**src/rtl/gf_mul_fu.sv**
```systemverilog
// GF(2^M) multiply functional unit on a transport bus: operand register plus trigger,
// MSB-first shift-and-add multiply over M cycles, result read combinationally under r_re.
module gf_mul_fu #(
    parameter int             DAT_W = 16,
    parameter int             M     = 13,
    parameter logic [M-1:0]   POLY  = 13'h001B
) (
    input  logic             clk,
    input  logic             rst,
    input  logic [DAT_W-1:0] bus_dat,
    input  logic             o_we,
    input  logic             t_we,
    input  logic             r_re,
    output logic [DAT_W-1:0] gfmul_r_dat,
    output logic             busy
);

    localparam int CW = (M > 1) ? $clog2(M) : 1;
    localparam logic [CW-1:0] CNT_TOP = CW'(M - 1);

    typedef enum logic {
        IDLE = 1'b0,
        RUN  = 1'b1
    } state_t;

    state_t           state_reg;
    logic [M-1:0]     opnd_reg;
    logic [M-1:0]     a_reg;
    logic [M-1:0]     b_reg;
    logic [M-1:0]     acc_reg;
    logic [CW-1:0]    cnt_reg;
    logic [DAT_W-1:0] res_reg;

    logic [M-1:0]     acc_next;
    logic [M-1:0]     pp_sel;

    // Multiply by x, folding the overflowing x^M term back through the field polynomial.
    function automatic logic [M-1:0] xtime(input logic [M-1:0] v);
        xtime = (v << 1) ^ (v[M-1] ? POLY : '0);
    endfunction

    // Partial product: working A gated by the current multiplier bit, one gate per bit.
    genvar gi;
    generate
        for (gi = 0; gi < M; gi++) begin : g_pp
            assign pp_sel[gi] = a_reg[gi] & b_reg[cnt_reg];
        end
    endgenerate

    always_comb begin
        acc_next = xtime(acc_reg) ^ pp_sel;
    end

    always_ff @(posedge clk or posedge rst) begin
        if (rst) begin
            state_reg <= IDLE;
            opnd_reg  <= '0;
            a_reg     <= '0;
            b_reg     <= '0;
            acc_reg   <= '0;
            cnt_reg   <= '0;
            res_reg   <= '0;
        end else begin
            // Operand register is independent of the FSM; the running multiply uses its own copy.
            if (o_we) begin
                opnd_reg <= bus_dat[M-1:0];
            end

            case (state_reg)
                IDLE: begin
                    if (t_we) begin
                        a_reg     <= opnd_reg;
                        b_reg     <= bus_dat[M-1:0];
                        acc_reg   <= '0;
                        cnt_reg   <= CNT_TOP;
                        state_reg <= RUN;
                    end
                end
                RUN: begin
                    acc_reg <= acc_next;
                    if (cnt_reg == '0) begin
                        res_reg   <= DAT_W'(acc_next);
                        state_reg <= IDLE;
                    end else begin
                        cnt_reg <= cnt_reg - 1'b1;
                    end
                end
                default: state_reg <= IDLE;
            endcase
        end
    end

    assign busy        = (state_reg == RUN);
    assign gfmul_r_dat = r_re ? res_reg : '0;

endmodule

```
**config.mk**
```make
export PLATFORM = sky130hd
export DESIGN_NAME = gf_mul_fu
export DESIGN_NICKNAME = d
export VERILOG_FILES = /design/src/rtl/gf_mul_fu.sv
export SDC_FILE = /design/constraint.sdc
export NUM_CORES = 1
export LEC_CHECK = 0
export ABC_AREA = 1
export CORE_MARGIN = 10
export CORE_UTILIZATION = 55
export DETAILED_ROUTE_END_ITERATION = 8
export PLACE_DENSITY = 0.79
export RECOVER_POWER = 25
export SYNTH_ARGS = -nofsm -noshare
export SYNTH_HDL_FRONTEND = slang
export SYNTH_SLANG_ARGS = --single-unit
export TNS_END_PERCENT = 5
```
**constraint.sdc**
```tcl
create_clock -name clk -period 2.45 [get_ports clk]
set_input_delay 0.245 -clock clk [delete_from_list [all_inputs] [get_ports clk]]
set_output_delay 0.245 -clock clk [all_outputs]
set_load 0.005 [all_outputs]
```
# After elaboration in Yosys (flattened, before gate mapping)
# Cells that the tools add are included.
[word_totals] input_bits=21 regBits=70 output_inout_bits=17 wordCells=43
[classes] n_lt_le_gt_ge=1 n_addsub=1 eq_ne=2 n_mux=12 reduce_logical=4 bitwise_logic=16
[op_table] cell="2-to-1 mux 13 bit" n=2
[op_table] cell="one-hot mux 13 bit (2 select lines)" n=1
[op_table] cell="AND 1 bit" n=13
[op_table] cell="XOR 13 bit" n=1
[op_table] cell="XOR 13 x 5 -> 13 bit" n=1
[op_table] cell="2-to-1 mux 4 bit" n=2
[op_table] cell="one-hot mux 4 bit (2 select lines)" n=1
[op_table] cell="AND reduction 2 bit" n=3
[op_table] cell="less-than comparator 4 x 5 -> 1 bit, second input constant" n=1
[op_table] cell="2-to-1 mux 5 bit" n=1
[op_table] cell="binary-select mux 1 bit (select 4 bit)" n=1
[op_table] cell="logical NOT 4 bit" n=1
[op_table] cell="inequality test 2 bit, second input constant" n=2
[op_table] cell="subtractor 4 x 1 -> 4 bit, second input constant" n=1
[op_table] cell="2-to-1 mux 1 bit" n=3
[op_table] cell="one-hot mux 1 bit (2 select lines)" n=1
[op_table] cell="NOT 1 bit" n=1

# Logic depth before layout (Yosys ltp)
[depth] depth_word=5 ltp_mapped=13 ltp_nobuf=11

# Worst setup path before layout
# No wires, ideal clock.
[synth_path] kind="register to register" startpoint="reg cnt_reg[0]" endpoint="reg res_reg[6]" t_arrival_ps=1438 setup_slack_ps=895 setup_time_ps=117 stages_incl_launch_ff=10 required_ps=2333 period_less_slack_ps=1555 n_path_buf=2 cell_sequence="dfrtp_1 -> buf_6 -> inv_4 -> ha_1 -> nand2_1 -> nor2_1 -> inv_1 -> buf_2 -> nand2_1 -> nand2_1"
[synth_via] elab_chain_cells=4 elab_cells_between_ends=6 cone_classes="mux: 2; bitwise: 2; reduce/logical: 2"
[synth_lines] element="start: declaration" line_no="31" rtl="logic [CW-1:0] cnt_reg;"
[synth_lines] element="start signal: assignment" line_no="85" rtl="cnt_reg <= cnt_reg - 1'b1;"
[synth_lines] element="binary-select mux 1 bit (select 4 bit)" line_no="46" rtl="assign pp_sel[gi] = a_reg[gi] & b_reg[cnt_reg];"
[synth_lines] element="2-to-1 mux 1 bit (not written as such)" line_no="46"
[synth_lines] element="AND 1 bit" line_no="46"
[synth_lines] element="XOR 13 bit" line_no="51" rtl="acc_next = xtime(acc_reg) ^ pp_sel;"
[synth_lines] element="end signal: assignment" line_no="82" rtl="res_reg <= DAT_W'(acc_next);"
[synth_lines] element="end: declaration" line_no="32" rtl="logic [DAT_W-1:0] res_reg;"
# Parallel ways exist; a longest one is shown, timed or not. The select of a mux whose other input is x is not followed.
# A chain may end at the register's enable or synchronous reset.

# Worst setup path in the final report
[layout_path] startpoint="in r_re" endpoint="out gfmul_r_dat[2]"
[layout_via] elab_chain_cells=1
[layout_lines] element="start: declaration" line_no="13" rtl="input logic r_re,"
[layout_lines] element="2-to-1 mux 13 bit" line_no="94" rtl="assign gfmul_r_dat = r_re ? res_reg : '0;"
[layout_lines] element="end: declaration" line_no="14" rtl="output logic [DAT_W-1:0] gfmul_r_dat,"
# Every way passes these cells.

==> results by group <==
Clocking
  – Post-CTS Setup Inserts: 0
  – Cts repair resizes: 0
  – Worst-Skew Late Latency: 0.34 ns
  – Hold_buf cts: 0
  – CTS tree: built
  – CTS HTree Levels: 3
  – Clock sinks: 70
  – Clk slew on worst S/H paths: 0.06 ns
  – Cts bufs inserted: 9
  – Root buf cell: clkbuf_8
  – Clock buffer depth: 2

Synth
  – Register bit total from synthesis: 70
  – Sequential fraction of the synthesis area: 0.541
  – Synth warn: 0
  – Post-Synthesis Cells: 387
  – Netlist cell types: 26
  – Syn avg cell area: 8.37 µm²
  – Synthesized area: 0.00324 mm²

GRT
  – GRT Util Overall: 0.136
  – Largest net degree at the start of global routing: 46
  – First-pass GRT wire length: 10,900 µm
  – Grt ovf: 0
  – Vias in the first global route: 2,384
  – Initial antenna violation count: 0

Critical path
  – Worst setup EP type: output port
  – Buf+Inv Stages, Crit Path: 3
  – R2r endpoint: cnt_reg[0]
  – Kind of critical path: input port to output port
  – CP required: 2.20 ns
  – Cell count along the critical path: 4
  – Crit Reg-Reg Startpoint: cnt_reg[0]
  – Flop-to-flop setup slack: 0.67 ns
  – CP Max Fanout: 13
  – CP delay by family, top: buffers and inverters
  – CP most frequent cell: clkdlybuf4s50_1
  – Worst r2r path cells: 7
  – CP arrival: 1.63 ns
  – Worst path max stage delay: 0.72 ns
  – CP Launch Type: input port
  – Critical-path cell list: clkdlybuf4s50_1, nand2_1, inv_1, clkdlybuf4s50_1
  – CP max stage cell: clkdlybuf4s50_1

Timing
  – Crit path time final: 1.88 ns
  – Final setup viols: 0
  – Fmax: 533 MHz
  – Clock skew: 0.00800 ns
  – Min Hold Slack: 0.478 ns
  – Rel. slew slack: 0.324
  – Final Max Tran Viols: 0
  – Worst-Margin Slew: 1.01 ns
  – Setup TNS Final: 0 ns
  – RSZ-0062 raised after global routing: false
  – Fin. Hold Viols: 0
  – Crit share post-route: 0.766

Layout
  – Nets: 441
  – Fill count: 455
  – Area of the multi-input gates: 0.00120 mm²
  – Area grow syn2layout: 17.6%
  – Utilization after layout: 0.679
  – Proportion of layout cells with a drive suffix above 1: 0.0922
  – Sequential cell area: 0.00175 mm²
  – Commonest non-fill, non-tap cell in the layout: nand2_1
  – N_diodes: 0
  – Non-filler instance count after layout: 495
  – Most frequent cells in the layout: 138 x nand2_1, 70 x dfrtp_1, 47 x inv_1, 45 x nand3_1, 30 x clkdlybuf4s50_1

Floorplan
  – Core area: 0.00561 mm²
  – Initial Utilization: 0.578
  – Die Ht: 96.8 µm
  – Row count: 27
  – Die Span X: 96.8 µm
  – Top-Level Pins: 38
  – Area of the die: 0.00936 mm²

Pwr
  – P_int: 2.99 mW
  – Sequential power share: 0.407
  – Total power: 4.84 mW
  – Comb power frac: 0.384
  – Pwr/cell area: 1270 mW/mm²
  – Switching Share: 0.382
  – Clock Power Share: 0.209
  – VDD IR max: 0.726 mV
  – Leakage: 1.99 nW
  – Sw power: 1.85 mW

Detailed routing
  – WL/cell: 12.8 µm
  – Post-route antenna net violation count: 0
  – Via density per instance: 4.98
  – Via count: 2,466
  – Drt drc: 0
  – Total Wirelength: 6330 µm
  – Initial drt markers: 119
  – First-pass iteration count of the detailed router: 4

Worst hold path
  – Hold Crit Depth: 2
  – Worst hold-check path type: flop to flop
  – Hold Crit Endpoint: res_reg[5]
  – Hold wc startpoint: res_reg[5]

Job
  – Max-capacitance violation count: 0

Placed design
  – IO Port Bufs: 31
  – Final HPWL DP: 4520 µm
  – Final Wtd Congestion: 0.795
  – Placed insts: 479

Status
  – Status: finished clean
cell type report:
type	instances	area share
Clock buffer	12	0.0381
Clock inverter	4	0.0184
Inverter	49	0.0489
Multi-Input combinational cell	251	0.315
Sequential cell	70	0.460
Tap cell	72	0.0236
Timing Repair Buffer	37	0.0966
cell families after synthesis:
kind of cell             count (synthesis)  share of synthesized area
XOR/XNOR                                 3                    0.00811
AO/OA/AOI/OAI                           35                     0.0571
buffers and inverters                   68                     0.0919
AND/OR/NAND/NOR                        197                      0.255
flip-flops                              70                      0.541
multiplexers                            11                     0.0382
adder cells (fa/ha/maj)                  2                    0.00772
other                                    1                    0.00116
worst max-delay path by stage:
stage	startpoint	end	slack, ns
2_1_floorplan	rst	a_reg[0]	0.44
5_1_grt	r_re	gfmul_r_dat[11]	0.51
6_report	r_re	gfmul_r_dat[2]	0.57
3_3_place_gp	r_re	gfmul_r_dat[10]	0.60
3_5_place_dp	r_re	gfmul_r_dat[2]	0.56
4_1_cts	r_re	gfmul_r_dat[2]	0.56
worst reg2reg max path, cell delays in order (launching register included):
cell and delay, ns:
dfrtp_1 0.51, inv_4 0.16, ha_1 0.16, nand2_1 0.05, nor2_1 0.23, inv_1 0.29
nand3_1 0.15, o21ai_0 0.10
layer usage:
metal	part of all wire	GRT usage	up-vias
li1	-	-	1270
met1	0.46	0.172	1126
met2	0.46	0.206	60
met3	0.059	0.0383	10
met4	0.019	0.0733	0
met5	0	0	-
cells in the mapped netlist:
cell type | n | area [µm²]
nand2_2 | 1 | 6.26
ha_1 | 2 | 25.0
nand3_2 | 2 | 20.0
o211ai_1 | 1 | 7.51
nor2_1 | 9 | 33.8
o22ai_1 | 1 | 6.26
o21ai_0 | 28 | 140
nand3_1 | 45 | 225
inv_4 | 1 | 6.26
a21oi_2 | 1 | 8.76
nor2_2 | 1 | 6.26
a21oi_1 | 2 | 10.0
buf_2 | 5 | 25.0
o21ai_1 | 1 | 5.00
buf_6 | 3 | 33.8
clkbuf_1 | 8 | 30.0
mux2_2 | 11 | 124
dfrtp_1 | 70 | 1750
nand2_1 | 138 | 518
conb_1 | 1 | 3.75
inv_1 | 47 | 176
xnor2_1 | 3 | 26.3
buf_4 | 3 | 22.5
inv_2 | 1 | 3.75
nand3_4 | 1 | 17.5
a21boi_0 | 1 | 7.51
power by group through the flow:
stage	sequential [mW]	clock (mW)	combinational, mW
finish	1.97	1.01	1.86
global route	2.03	1.08	2.13
floorplan	1.87	0	1.53
global placement	1.96	0	1.77
CTS	1.97	1.03	1.87
detailed placement	1.98	0	1.86
per-stage QoR:
stage               setup slack [ns]  area [µm²]
finish                         0.574        3810
global route                   0.506        3810
CTS                            0.556        3810
detailed placement             0.563        3590
global placement               0.599        3590
floorplan                      0.437        3250
No activity file was read; power rests on OpenSTA's default activity.
